$ cat src/rtl/geogenius_pkg.sv
// Purpose : shared types and constants for the geogenius memory game.
// Latency : n/a (package only).
// Backpressure: n/a.
package geogenius_pkg;

    // FSM state; the encodings are the values shown on db_estado.
    typedef enum logic [3:0] {
        INICIAL     = 4'h0,
        PREPARA     = 4'h1,
        SORTEIA     = 4'h2,
        MOSTRA      = 4'h3,
        APAGA       = 4'h4,
        ESPERA      = 4'h5,
        COMPARA     = 4'h6,
        PROX_JOGADA = 4'h7,
        PROX_RODADA = 4'h8,
        FIM_ACERTO  = 4'hA,
        FIM_ERRO    = 4'hE,
        FIM_TIMEOUT = 4'hF
    } estado_t;

    // Feedback taps 16,14,13,11 (bit positions 15,13,12,10).
    localparam logic [15:0] LFSR_TAPS = 16'hB400;

    // Round/jogada indices and memory entries are 5 bits (up to 32 rounds).
    localparam int IDX_W     = 5;
    localparam int MEM_DEPTH = 32;

endpackage

$ cat src/rtl/geogenius_lfsr.sv
// Purpose : 16-bit free-running Fibonacci LFSR, one step per clock.
// Latency : new value every cycle; seeded by reset.
// Backpressure: none, never stalls.
// Ports   : clk_i, rst_ni (async active-low), lfsr_o (current state).
module geogenius_lfsr
    import geogenius_pkg::*;
#(
    parameter logic [15:0] SEED = 16'hACE1
) (
    input  logic        clk_i,
    input  logic        rst_ni,
    output logic [15:0] lfsr_o
);

    logic [15:0] lfsr_q;
    logic [15:0] lfsr_d;

    // Maximal-length polynomial: a nonzero seed never reaches zero.
    assign lfsr_d = {lfsr_q[14:0], ^(lfsr_q & LFSR_TAPS)};

    always_ff @(posedge clk_i or negedge rst_ni) begin
        if (!rst_ni) lfsr_q <= SEED;
        else         lfsr_q <= lfsr_d;
    end

    assign lfsr_o = lfsr_q;

endmodule

$ cat src/rtl/geogenius_n.sv
// Purpose : Simon-style memory game: show a growing random LED sequence, check the player's echo.
// Latency : each element lit T_LED then dark T_LED cycles; a press is judged two cycles after it appears.
// Backpressure: none; a button held into ESPERA is ignored until all buttons are released.
// Ports   : clock/reset, jogar (start), dificuldade, botoes -> leds, pronto/acertou/errou/timeout,
//           score (completed rounds), tempo_de_jogo (ticks spent waiting), db_estado (state code).
module geogenius_n
    import geogenius_pkg::*;
#(
    parameter int          NUM_BOTOES        = 8,
    parameter int          MAX_RODADAS       = 16,
    parameter int          T_LED             = 1000,
    parameter int          T_TIMEOUT_FACIL   = 5000,
    parameter int          T_TIMEOUT_DIFICIL = 2500,
    parameter int          T_TICK            = 1000,
    parameter logic [15:0] SEMENTE           = 16'hACE1
) (
    input  logic                               clock,
    input  logic                               reset,
    input  logic                               jogar,
    input  logic                               dificuldade,
    input  logic [NUM_BOTOES-1:0]              botoes,
    output logic [NUM_BOTOES-1:0]              leds,
    output logic                               pronto,
    output logic                               acertou,
    output logic                               errou,
    output logic                               timeout,
    output logic [$clog2(MAX_RODADAS+1)-1:0]   score,
    output logic [15:0]                        tempo_de_jogo,
    output logic [3:0]                         db_estado
);

    localparam int SW = $clog2(MAX_RODADAS+1);

    estado_t           state_q;
    logic [IDX_W-1:0]  rod_q;
    logic [IDX_W-1:0]  jog_q;
    logic [SW-1:0]     score_q;
    logic [15:0]       tempo_q;
    logic [31:0]       cnt_q;      // shared by MOSTRA/APAGA timing and the ESPERA timeout
    logic [31:0]       tick_q;
    logic              dif_q;
    logic [NUM_BOTOES-1:0] btn_prev_q;
    logic [NUM_BOTOES-1:0] btn_reg_q;
    logic              pronto_q, acertou_q, errou_q, timeout_q;

    // Full 32-entry array so a 5-bit index always fits; entries past MAX_RODADAS are never written.
    logic [IDX_W-1:0]  mem_q [MEM_DEPTH];

    logic [15:0]       lfsr;
    logic              unused_lfsr;
    logic [IDX_W-1:0]  sorteio;
    logic [NUM_BOTOES-1:0] led_alvo;
    logic              fez_jogada;
    logic [31:0]       tmo_lim;

    geogenius_lfsr #(.SEED(SEMENTE)) u_lfsr (
        .clk_i  (clock),
        .rst_ni (reset),
        .lfsr_o (lfsr)
    );

    assign unused_lfsr = ^lfsr[15:IDX_W];
    assign sorteio     = lfsr[IDX_W-1:0] % IDX_W'(NUM_BOTOES);
    assign led_alvo    = NUM_BOTOES'(1) << mem_q[jog_q];
    // A new press is a rising edge of "any button down", so a held button never repeats.
    assign fez_jogada  = (btn_prev_q == '0) && (botoes != '0);
    assign tmo_lim     = dif_q ? 32'(T_TIMEOUT_DIFICIL - 1) : 32'(T_TIMEOUT_FACIL - 1);

    always_ff @(posedge clock) begin
        if (state_q == SORTEIA) mem_q[rod_q] <= sorteio;
    end

    always_ff @(posedge clock or negedge reset) begin
        if (!reset) begin
            state_q    <= INICIAL;
            rod_q      <= '0;
            jog_q      <= '0;
            score_q    <= '0;
            tempo_q    <= '0;
            cnt_q      <= '0;
            tick_q     <= '0;
            dif_q      <= 1'b0;
            btn_prev_q <= '0;
            btn_reg_q  <= '0;
            pronto_q   <= 1'b0;
            acertou_q  <= 1'b0;
            errou_q    <= 1'b0;
            timeout_q  <= 1'b0;
        end else begin
            btn_prev_q <= botoes;
            case (state_q)
                INICIAL, FIM_ACERTO, FIM_ERRO, FIM_TIMEOUT: begin
                    if (jogar) state_q <= PREPARA;
                end
                PREPARA: begin
                    rod_q     <= '0;
                    jog_q     <= '0;
                    score_q   <= '0;
                    tempo_q   <= '0;
                    tick_q    <= '0;
                    cnt_q     <= '0;
                    dif_q     <= dificuldade;
                    pronto_q  <= 1'b0;
                    acertou_q <= 1'b0;
                    errou_q   <= 1'b0;
                    timeout_q <= 1'b0;
                    state_q   <= SORTEIA;
                end
                SORTEIA: begin
                    jog_q   <= '0;
                    cnt_q   <= '0;
                    state_q <= MOSTRA;
                end
                MOSTRA: begin
                    if (cnt_q == 32'(T_LED - 1)) begin
                        cnt_q   <= '0;
                        state_q <= APAGA;
                    end else begin
                        cnt_q <= cnt_q + 32'd1;
                    end
                end
                APAGA: begin
                    if (cnt_q == 32'(T_LED - 1)) begin
                        cnt_q <= '0;
                        if (jog_q < rod_q) begin
                            jog_q   <= jog_q + 1'b1;
                            state_q <= MOSTRA;
                        end else begin
                            jog_q   <= '0;
                            state_q <= ESPERA;
                        end
                    end else begin
                        cnt_q <= cnt_q + 32'd1;
                    end
                end
                ESPERA: begin
                    // Play time accumulates over every waiting cycle of the game.
                    if (tick_q == 32'(T_TICK - 1)) begin
                        tick_q <= '0;
                        if (tempo_q != 16'hFFFF) tempo_q <= tempo_q + 16'd1;
                    end else begin
                        tick_q <= tick_q + 32'd1;
                    end
                    if (fez_jogada) begin
                        btn_reg_q <= botoes;
                        state_q   <= COMPARA;
                    end else if (cnt_q == tmo_lim) begin
                        pronto_q  <= 1'b1;
                        timeout_q <= 1'b1;
                        state_q   <= FIM_TIMEOUT;
                    end else begin
                        cnt_q <= cnt_q + 32'd1;
                    end
                end
                COMPARA: begin
                    // Exact match against the one-hot target also rejects multi-button presses.
                    if (btn_reg_q != led_alvo) begin
                        pronto_q <= 1'b1;
                        errou_q  <= 1'b1;
                        state_q  <= FIM_ERRO;
                    end else begin
                        state_q <= PROX_JOGADA;
                    end
                end
                PROX_JOGADA: begin
                    if (jog_q < rod_q) begin
                        if (botoes == '0) begin
                            jog_q   <= jog_q + 1'b1;
                            cnt_q   <= '0;
                            state_q <= ESPERA;
                        end
                    end else begin
                        state_q <= PROX_RODADA;
                    end
                end
                PROX_RODADA: begin
                    score_q <= score_q + SW'(1);
                    if (rod_q == IDX_W'(MAX_RODADAS - 1)) begin
                        pronto_q  <= 1'b1;
                        acertou_q <= 1'b1;
                        state_q   <= FIM_ACERTO;
                    end else begin
                        rod_q   <= rod_q + 1'b1;
                        state_q <= SORTEIA;
                    end
                end
                default: state_q <= INICIAL;
            endcase
        end
    end

    // LEDs decode straight from the state register and memory, dark outside MOSTRA.
    assign leds          = (state_q == MOSTRA) ? led_alvo : '0;
    assign pronto        = pronto_q;
    assign acertou       = acertou_q;
    assign errou         = errou_q;
    assign timeout       = timeout_q;
    assign score         = score_q;
    assign tempo_de_jogo = tempo_q;
    assign db_estado     = state_q;

endmodule

$ cat config.mk
export PLATFORM = sky130hd
export DESIGN_NAME = geogenius_n
export DESIGN_NICKNAME = d
export VERILOG_FILES = /design/src/rtl/geogenius_pkg.sv /design/src/rtl/geogenius_lfsr.sv /design/src/rtl/geogenius_n.sv
export SDC_FILE = /design/constraint.sdc
export NUM_CORES = 1
export LEC_CHECK = 0
export ABC_AREA = 1
export CAP_MARGIN = 25
export CORE_MARGIN = 3
export CORE_UTILIZATION = 42
export DETAILED_ROUTE_END_ITERATION = 12
export GPL_ROUTABILITY_DRIVEN = 0
export SYNTH_ARGS = -nofsm -noshare
export SYNTH_HDL_FRONTEND = slang
export SYNTH_SLANG_ARGS = --single-unit
$ cat constraint.sdc
create_clock -name clock -period 2.7 [get_ports clock]
set_clock_uncertainty 0.15 [all_clocks]
set_input_delay 0.54 -clock clock [delete_from_list [all_inputs] [get_ports clock]]
set_output_delay 0.54 -clock clock [all_outputs]
set_load 0.01 [all_outputs]
* Yosys cells after proc, flatten, opt, wreduce, memory -nomap -nowiden
Memories as Yosys holds them, arrays and structs flattened.
Cells that the tools add are included.
** Storage, ports and cells
- Register bits :: 136
- Bits in latches :: 0
- Memory bits (writable) :: 96
- ROM bits :: 0
- Output and inout port bits :: 37
- Word-level logic and storage cells :: 123
- Memories :: 1
** Memories
- mem_q :: depth 32, width 3, read ports 1, clocked after memory_dff 0, write ports 1, line geogenius_n.sv:47 : logic [IDX_W-1:0] mem_q [MEM_DEPTH];
** Cells by class
- Add/subtract/negate cells :: 6
- Multipliers :: 0
- Div/mod/pow operators :: 0
- $lt $le $gt $ge :: 1
- Eq/ne operators :: 32
- Shifts and indexed selects :: 1
- Multiplexer cells :: 42
- Bitwise logic cells :: 0
- Reductions and logical operators :: 25
** Operators by type and width (count)
- $mux 32 :: 6
- $pmux 32 s4 :: 1
- $add 32x1->32 const B :: 2
- $eq 32x10->1 const B :: 2
- $pmux 32 s2 :: 1
- $mux 4 :: 9
- $pmux 4 s9 :: 1
- $eq 32x13->1 :: 1
- $mux 16 :: 2
- $pmux 16 s2 :: 1
- $ne 2x2->1 const B :: 13
- $mux 5 :: 5
- $pmux 5 s2 :: 2
- $add 16x1->16 const B :: 1
- $eq 4x3->1 const B :: 4
- $eq 4x4->1 const B :: 4
- $logic_not 8->1 :: 2
- $ne 16x16->1 const B :: 1
- $reduce_xor 16->1 :: 1
- $add 5x1->5 const B :: 3
- $pmux 5 s3 :: 1
- $reduce_and 5->1 :: 3
- $mux 13 :: 1
- $eq 4x2->1 const B :: 2
- 22 further kinds :: 38

* Longest topological paths before layout
- Word-level depth :: 5
- Mapped depth :: 22
- Gate-level depth less buffers :: 20

* By module
Synthesis repeated with hierarchy kept, for this count alone.
** Unflattened totals
- Cells, all modules :: 1505
- Area, all modules :: 12208.0 um^2
** Modules (own cells, without submodules)
- geogenius_n :: instances 1, cells an instance 1457, area each 11613.6 um^2, sequential area each 5885.6 um^2
- geogenius_lfsr :: instances 1, cells an instance 48, area each 594.3 um^2, sequential area each 410.4 um^2

* Worst setup path after synthesis
OpenSTA, ideal clock, no wires.
- Path kind :: reg2reg
- Start point :: register rod_q[2]
- End point :: register cnt_q[5]
- Library setup time :: 0.120 ns
- Arrival :: 2.256 ns
- Data required time :: 2.430 ns
- Slack :: 0.174 ns
- Cell stages (with the launch flop) :: 14
- Buffers on the path :: 1
- Clock period less this slack :: 2.526 ns
- Cells stage by stage :: dfrtp_1 > clkbuf_1 > inv_1 > ha_1 > a21oi_1 > nand3b_1 > nand3_1 > inv_1 > nor2_1 > nor2_1 > nand2_2 > nor2_1 > inv_1 > and3_1
** Between the ends
- Cells in the longest elaborated chain, start to end :: 3
** RTL lines
- start: declaration :: line geogenius_n.sv:35 : logic [IDX_W-1:0] rod_q;
- start signal: assignment :: line geogenius_n.sv:183 : rod_q <= rod_q + 1'b1;
- $lt 5x5->1 :: line geogenius_n.sv:166 : if (jog_q < rod_q) begin
- $ne 2x2->1 (no source line)
- $reduce_and 5->1 (no source line)
- end signal: assignment :: line geogenius_n.sv:119 : cnt_q <= cnt_q + 32'd1;
- end signal: assignment :: line geogenius_n.sv:133 : cnt_q <= cnt_q + 32'd1;
- end signal: assignment :: line geogenius_n.sv:152 : cnt_q <= cnt_q + 32'd1;
- end: declaration :: line geogenius_n.sv:39 : logic [31:0] cnt_q;
No other way between the ends.
A chain may end at the register's enable or synchronous reset.

* Worst setup path after layout
- Start point :: register jog_q[0]
- End point :: output leds[5]
** Between the ends
- Cells in the longest elaborated chain, start to end :: 3
** RTL lines
- start: declaration :: line geogenius_n.sv:36 : logic [IDX_W-1:0] jog_q;
- start signal: assignment :: line geogenius_n.sv:126 : jog_q <= jog_q + 1'b1;
- start signal: assignment :: line geogenius_n.sv:168 : jog_q <= jog_q + 1'b1;
- $mem_v2 32x3
- $shl 1x5->8 :: line geogenius_n.sv:64 : assign led_alvo = NUM_BOTOES'(1) << mem_q[jog_q];
- $mux 8 :: line geogenius_n.sv:193 : assign leds = (state_q == MOSTRA) ? led_alvo : '0;
- end: declaration :: line geogenius_n.sv:22 : output logic [NUM_BOTOES-1:0] leds,
No other way between the ends.

==> impl_metrics.env <==
export IMPL_synthAdderAreaFrac_pct=1.457
export IMPL_placed_cells=1944
export IMPL_clk_latency_ns=0.53
export IMPL_yosys_warnings=0
export IMPL_pwr_share_seq_pct=34.4
export IMPL_ys_ff_latch=232
export IMPL_combPwrFrac_pct=33.2
export IMPL_start_util_pct=42.93
export IMPL_violations="negative setup slack"
export IMPL_yosysUniqueCellTypes=50
export IMPL_final_cell_mix="nand2_1, inv_1, nor2_1"
export IMPL_period_share_pct=114.7
export IMPL_firstDrtPassIters=5
export IMPL_drt_drc_violations_left=0
export IMPL_io_buffers=48
export IMPL_synthArstFlopShare_pct=58.62
export IMPL_swShare_pct=33.51
export IMPL_avgRoutedWirePerCell_um=15.62
export IMPL_multiInputGateArea_mm2=0.005207
export IMPL_routed_via_density=5.154
export IMPL_nets=1655
export IMPL_leakagePower_uw=0.006604
export IMPL_drt_iter0_drc=829
export IMPL_peakVddDrop_v=0.0005435
export IMPL_core_area_mm2=0.02801
export IMPL_slowest_delay_ns=0.46
export IMPL_met1_usage_pct=27.88
export IMPL_dp_slack_ns=-0.1609
export IMPL_hold_viol_final=0
export IMPL_cts_buffer_depth=3
export IMPL_hold_class="reg -> reg"
export IMPL_grt_busiest_layer="met2"
export IMPL_clock_sinks=232
export IMPL_synthMuxAreaShare_pct=0
export IMPL_path_cells="buf_6 -> buf_12 -> nor2_2 -> nor2_1 -> nand2_1 -> nand3_2 -> inv_1 -> nor2_2 -> nor2_2 -> nor2_4 -> nor2_4 -> nand2_2 -> nor2_1 -> buf_2"
export IMPL_synth_xor_area_share_pct=2.258
export IMPL_fin_cells=2027
export IMPL_clockRootBuffer="clkbuf_16"
export IMPL_cp_top_family="simple AND/OR/NAND/NOR gates"
export IMPL_syn_area_mm2=0.01202
export IMPL_max_cap_violations=0
export IMPL_avgSynthCellArea_um2=8.258
export IMPL_required_ns=2.01
export IMPL_antenna_found_initial=0
export IMPL_total_power_uw=11370
export IMPL_syn_to_final_growth_pct=27.23
export IMPL_die_width_um=175.2
export IMPL_crit_path_start_kind="flip-flop"
export IMPL_power_switching_uw=3811
export IMPL_rows=61
export IMPL_p_per_area_mw_per_mm2=743.3
export IMPL_use_met2_pct=33.81
export IMPL_endpoint_kind="output pin"
export IMPL_setup_violations_final=12
export IMPL_status="finished with violations"
export IMPL_die_area_mm2=0.03070
export IMPL_n_antenna_cell=0
export IMPL_ant_nets=0
export IMPL_overflow=0
export IMPL_clkSlewWorstSetupHoldPaths_ns=0.06
export IMPL_worst_path_most_repeated_cell="nor2_2"
export IMPL_io_pins=49
export IMPL_cts_buffers=27
export IMPL_cpMaxStageDelayCell="dfrtp_2"
export IMPL_layout_commonest_cell="nand2_1"
export IMPL_synthSimpleGateAreaFrac_pct=27.51
export IMPL_gr_usage_met3_pct=2.586
export IMPL_grtUsageTotal_pct=20.25
export IMPL_fin_hold_ws_ns=0.1968
export IMPL_cts_tree="yes"
export IMPL_synthCells=1456
export IMPL_path_buf_inv=4
export IMPL_htreeDepth=1
export IMPL_power_frac_clock_pct=32.4
export IMPL_place_hpwl_um=21750
export IMPL_p_int_uw=7560
export IMPL_fin_util_pct=54.62
export IMPL_grt_pass1_vias=10360
export IMPL_drive_gt1_share_pct=19.59
export IMPL_clock_fmax_mhz=322.8
export IMPL_wl_um=31660
export IMPL_rsz0062_at_grt="yes"
export IMPL_worstMarginPinSlew_ns=0.6932
export IMPL_vias=10450
export IMPL_synth_edf_count=96
export IMPL_synth_compound_area_share_pct=8.231
export IMPL_setup_ws_ns=-0.3976
export IMPL_critPathKind="reg -> out"
export IMPL_synth_top_family_by_area="simple AND/OR/NAND/NOR gates"
export IMPL_grt_start_max_net_pins=53
export IMPL_synth_fp_nets=1482
export IMPL_crit_fanout=5
export IMPL_finalCriticalPeriod_ns=3.098
export IMPL_synth_ff_type="dfrtp_1"
export IMPL_regArea_mm2=0.006299
export IMPL_die_y_um=175.2
export IMPL_grt_pass1_wl_um=51470
export IMPL_maxSlewViolCount=0
export IMPL_arrival_ns=2.41
export IMPL_slew_headroom_pct=53.79
export IMPL_yosysSeqAreaShare_pct=52.36
export IMPL_num_fill_cells=2535
-- worst paths after layout --
| path | from | end | slack (ns) | depth (start not counted) |
|---|---|---|---|---|
| max | jog_q[0] | leds[5] | -0.40 | 14 |
| min | u_lfsr.lfsr_o[8] | u_lfsr.lfsr_o[9] | 0.20 | 0 |
| max reg2reg | jog_q[0] | pronto | -0.08 | 20 |
| min reg2reg | u_lfsr.lfsr_o[8] | u_lfsr.lfsr_o[9] | 0.20 | 0 |
| max in group asynchronous | reset | u_lfsr.lfsr_o[7] | 1.29 | 3 |
| min in group asynchronous | reset | tempo_de_jogo[4] | 0.39 | 2 |
-- final cells by class --
cell class / count / area share, %
Clock inverter: 14 / 1.055
Sequential cell: 232 / 41.17
Inverter: 211 / 5.243
Clock buffer: 35 / 4.809
Multi-Input combinational cell: 978 / 34.04
Timing Repair Buffer: 179 / 10.59
Tap cell: 378 / 3.092
-- cells by family after synthesis --
family                   Yosys count
AO/OA/AOI/OAI                    171
buffers and inverters            246
flip-flops                       232
AND/OR/NAND/NOR                  762
XOR/XNOR                          31
adder cells (fa/ha/maj)           14
-- worst reg2reg max path: stages, from the launching register on --
cell	delay [ns]
dfrtp_2	0.46
buf_6	0.16
buf_12	0.13
nor2_2	0.11
nor2_1	0.06
nand2_1	0.08
nand3_2	0.08
inv_1	0.08
nor2_2	0.04
nor2_2	0.11
nor2_4	0.08
nor2_4	0.15
nand2_2	0.08
buf_4	0.14
buf_4	0.12
nand2_1	0.05
nand3_1	0.07
nor2_1	0.19
nand3_1	0.16
nand3_1	0.11
nand2_1	0.05
-- power groups by stage --
| stage | logic (uW) | clock network, uW | registers (uW) |
|---|---|---|---|
| 2_1_floorplan | 1660 | 0 | 3970 |
| 6_report | 3780 | 3680 | 3910 |
| 3_5_place_dp | 2930 | 0 | 3970 |
| 3_3_place_gp | 2920 | 0 | 3970 |
| 5_1_grt | 4120 | 3930 | 3930 |
| 4_1_cts | 3320 | 3770 | 3910 |
-- registers in the layout (all words and copies together), names as in the netlist --
name / flops
jog_q: 5
score: 5
rod_q: 5
acertou: 1
u_lfsr.lfsr_o: 16
btn_reg_q: 8
errou: 1
mem_q: 96
timeout: 1
btn_prev_q: 8
tempo_de_jogo: 16
dif_q: 1
pronto: 1
tick_q: 32
cnt_q: 32
db_estado: 4
-- Yosys cell counts, drive strengths merged, types with 3 or more instances --
cell type	n	share of area, %
nand2	352	11
inv	209	6.5
nor2	201	6.8
dfrtp	128	27
nand3	108	4.5
edfxtp	96	24
o21ai	77	3.2
nor3	45	2.0
a21oi	33	1.4
xor2	26	1.9
nand4	25	1.3
nor4	23	1.2
buf	22	1.2
o22ai	20	1.0
ha	14	1.5
clkbuf	13	0.41
o21bai	13	0.81
dfstp	8	1.7
a211oi	5	0.31
a31oi	5	0.26
xnor2	5	0.36
o211ai	4	0.25
nand3b	3	0.19
o32ai	3	0.22
-- metal layers --
| layer | routed length [um] | up-vias |
|---|---|---|
| met1 | 14380 | 4984 |
| met4 | 811 | 0 |
| li1 | - | 5141 |
| met3 | 1504 | 62 |
| met5 | 0 | - |
| met2 | 14970 | 261 |
-- through the flow --
step | TNS (ns) | area, um2
3_3_place_gp | -3.054 | 13580
6_report | -3.034 | 15300
4_1_cts | -2.573 | 14780
2_1_floorplan | 0 | 12020
3_5_place_dp | -2.884 | 13580
5_1_grt | -5.349 | 15300
-- what timing repair did --
item / CTS / global route
gates resized for setup: 67 / 123
endpoints found under the setup margin: 8 / 53
pin swaps: 17 / 47
hold endpoints to repair: 50 / 0
hold buffers: 1 / 0
cloned: 2 / 3
buffers inserted: 16 / 18
Note: power is estimated with default switching activity, not from simulation.
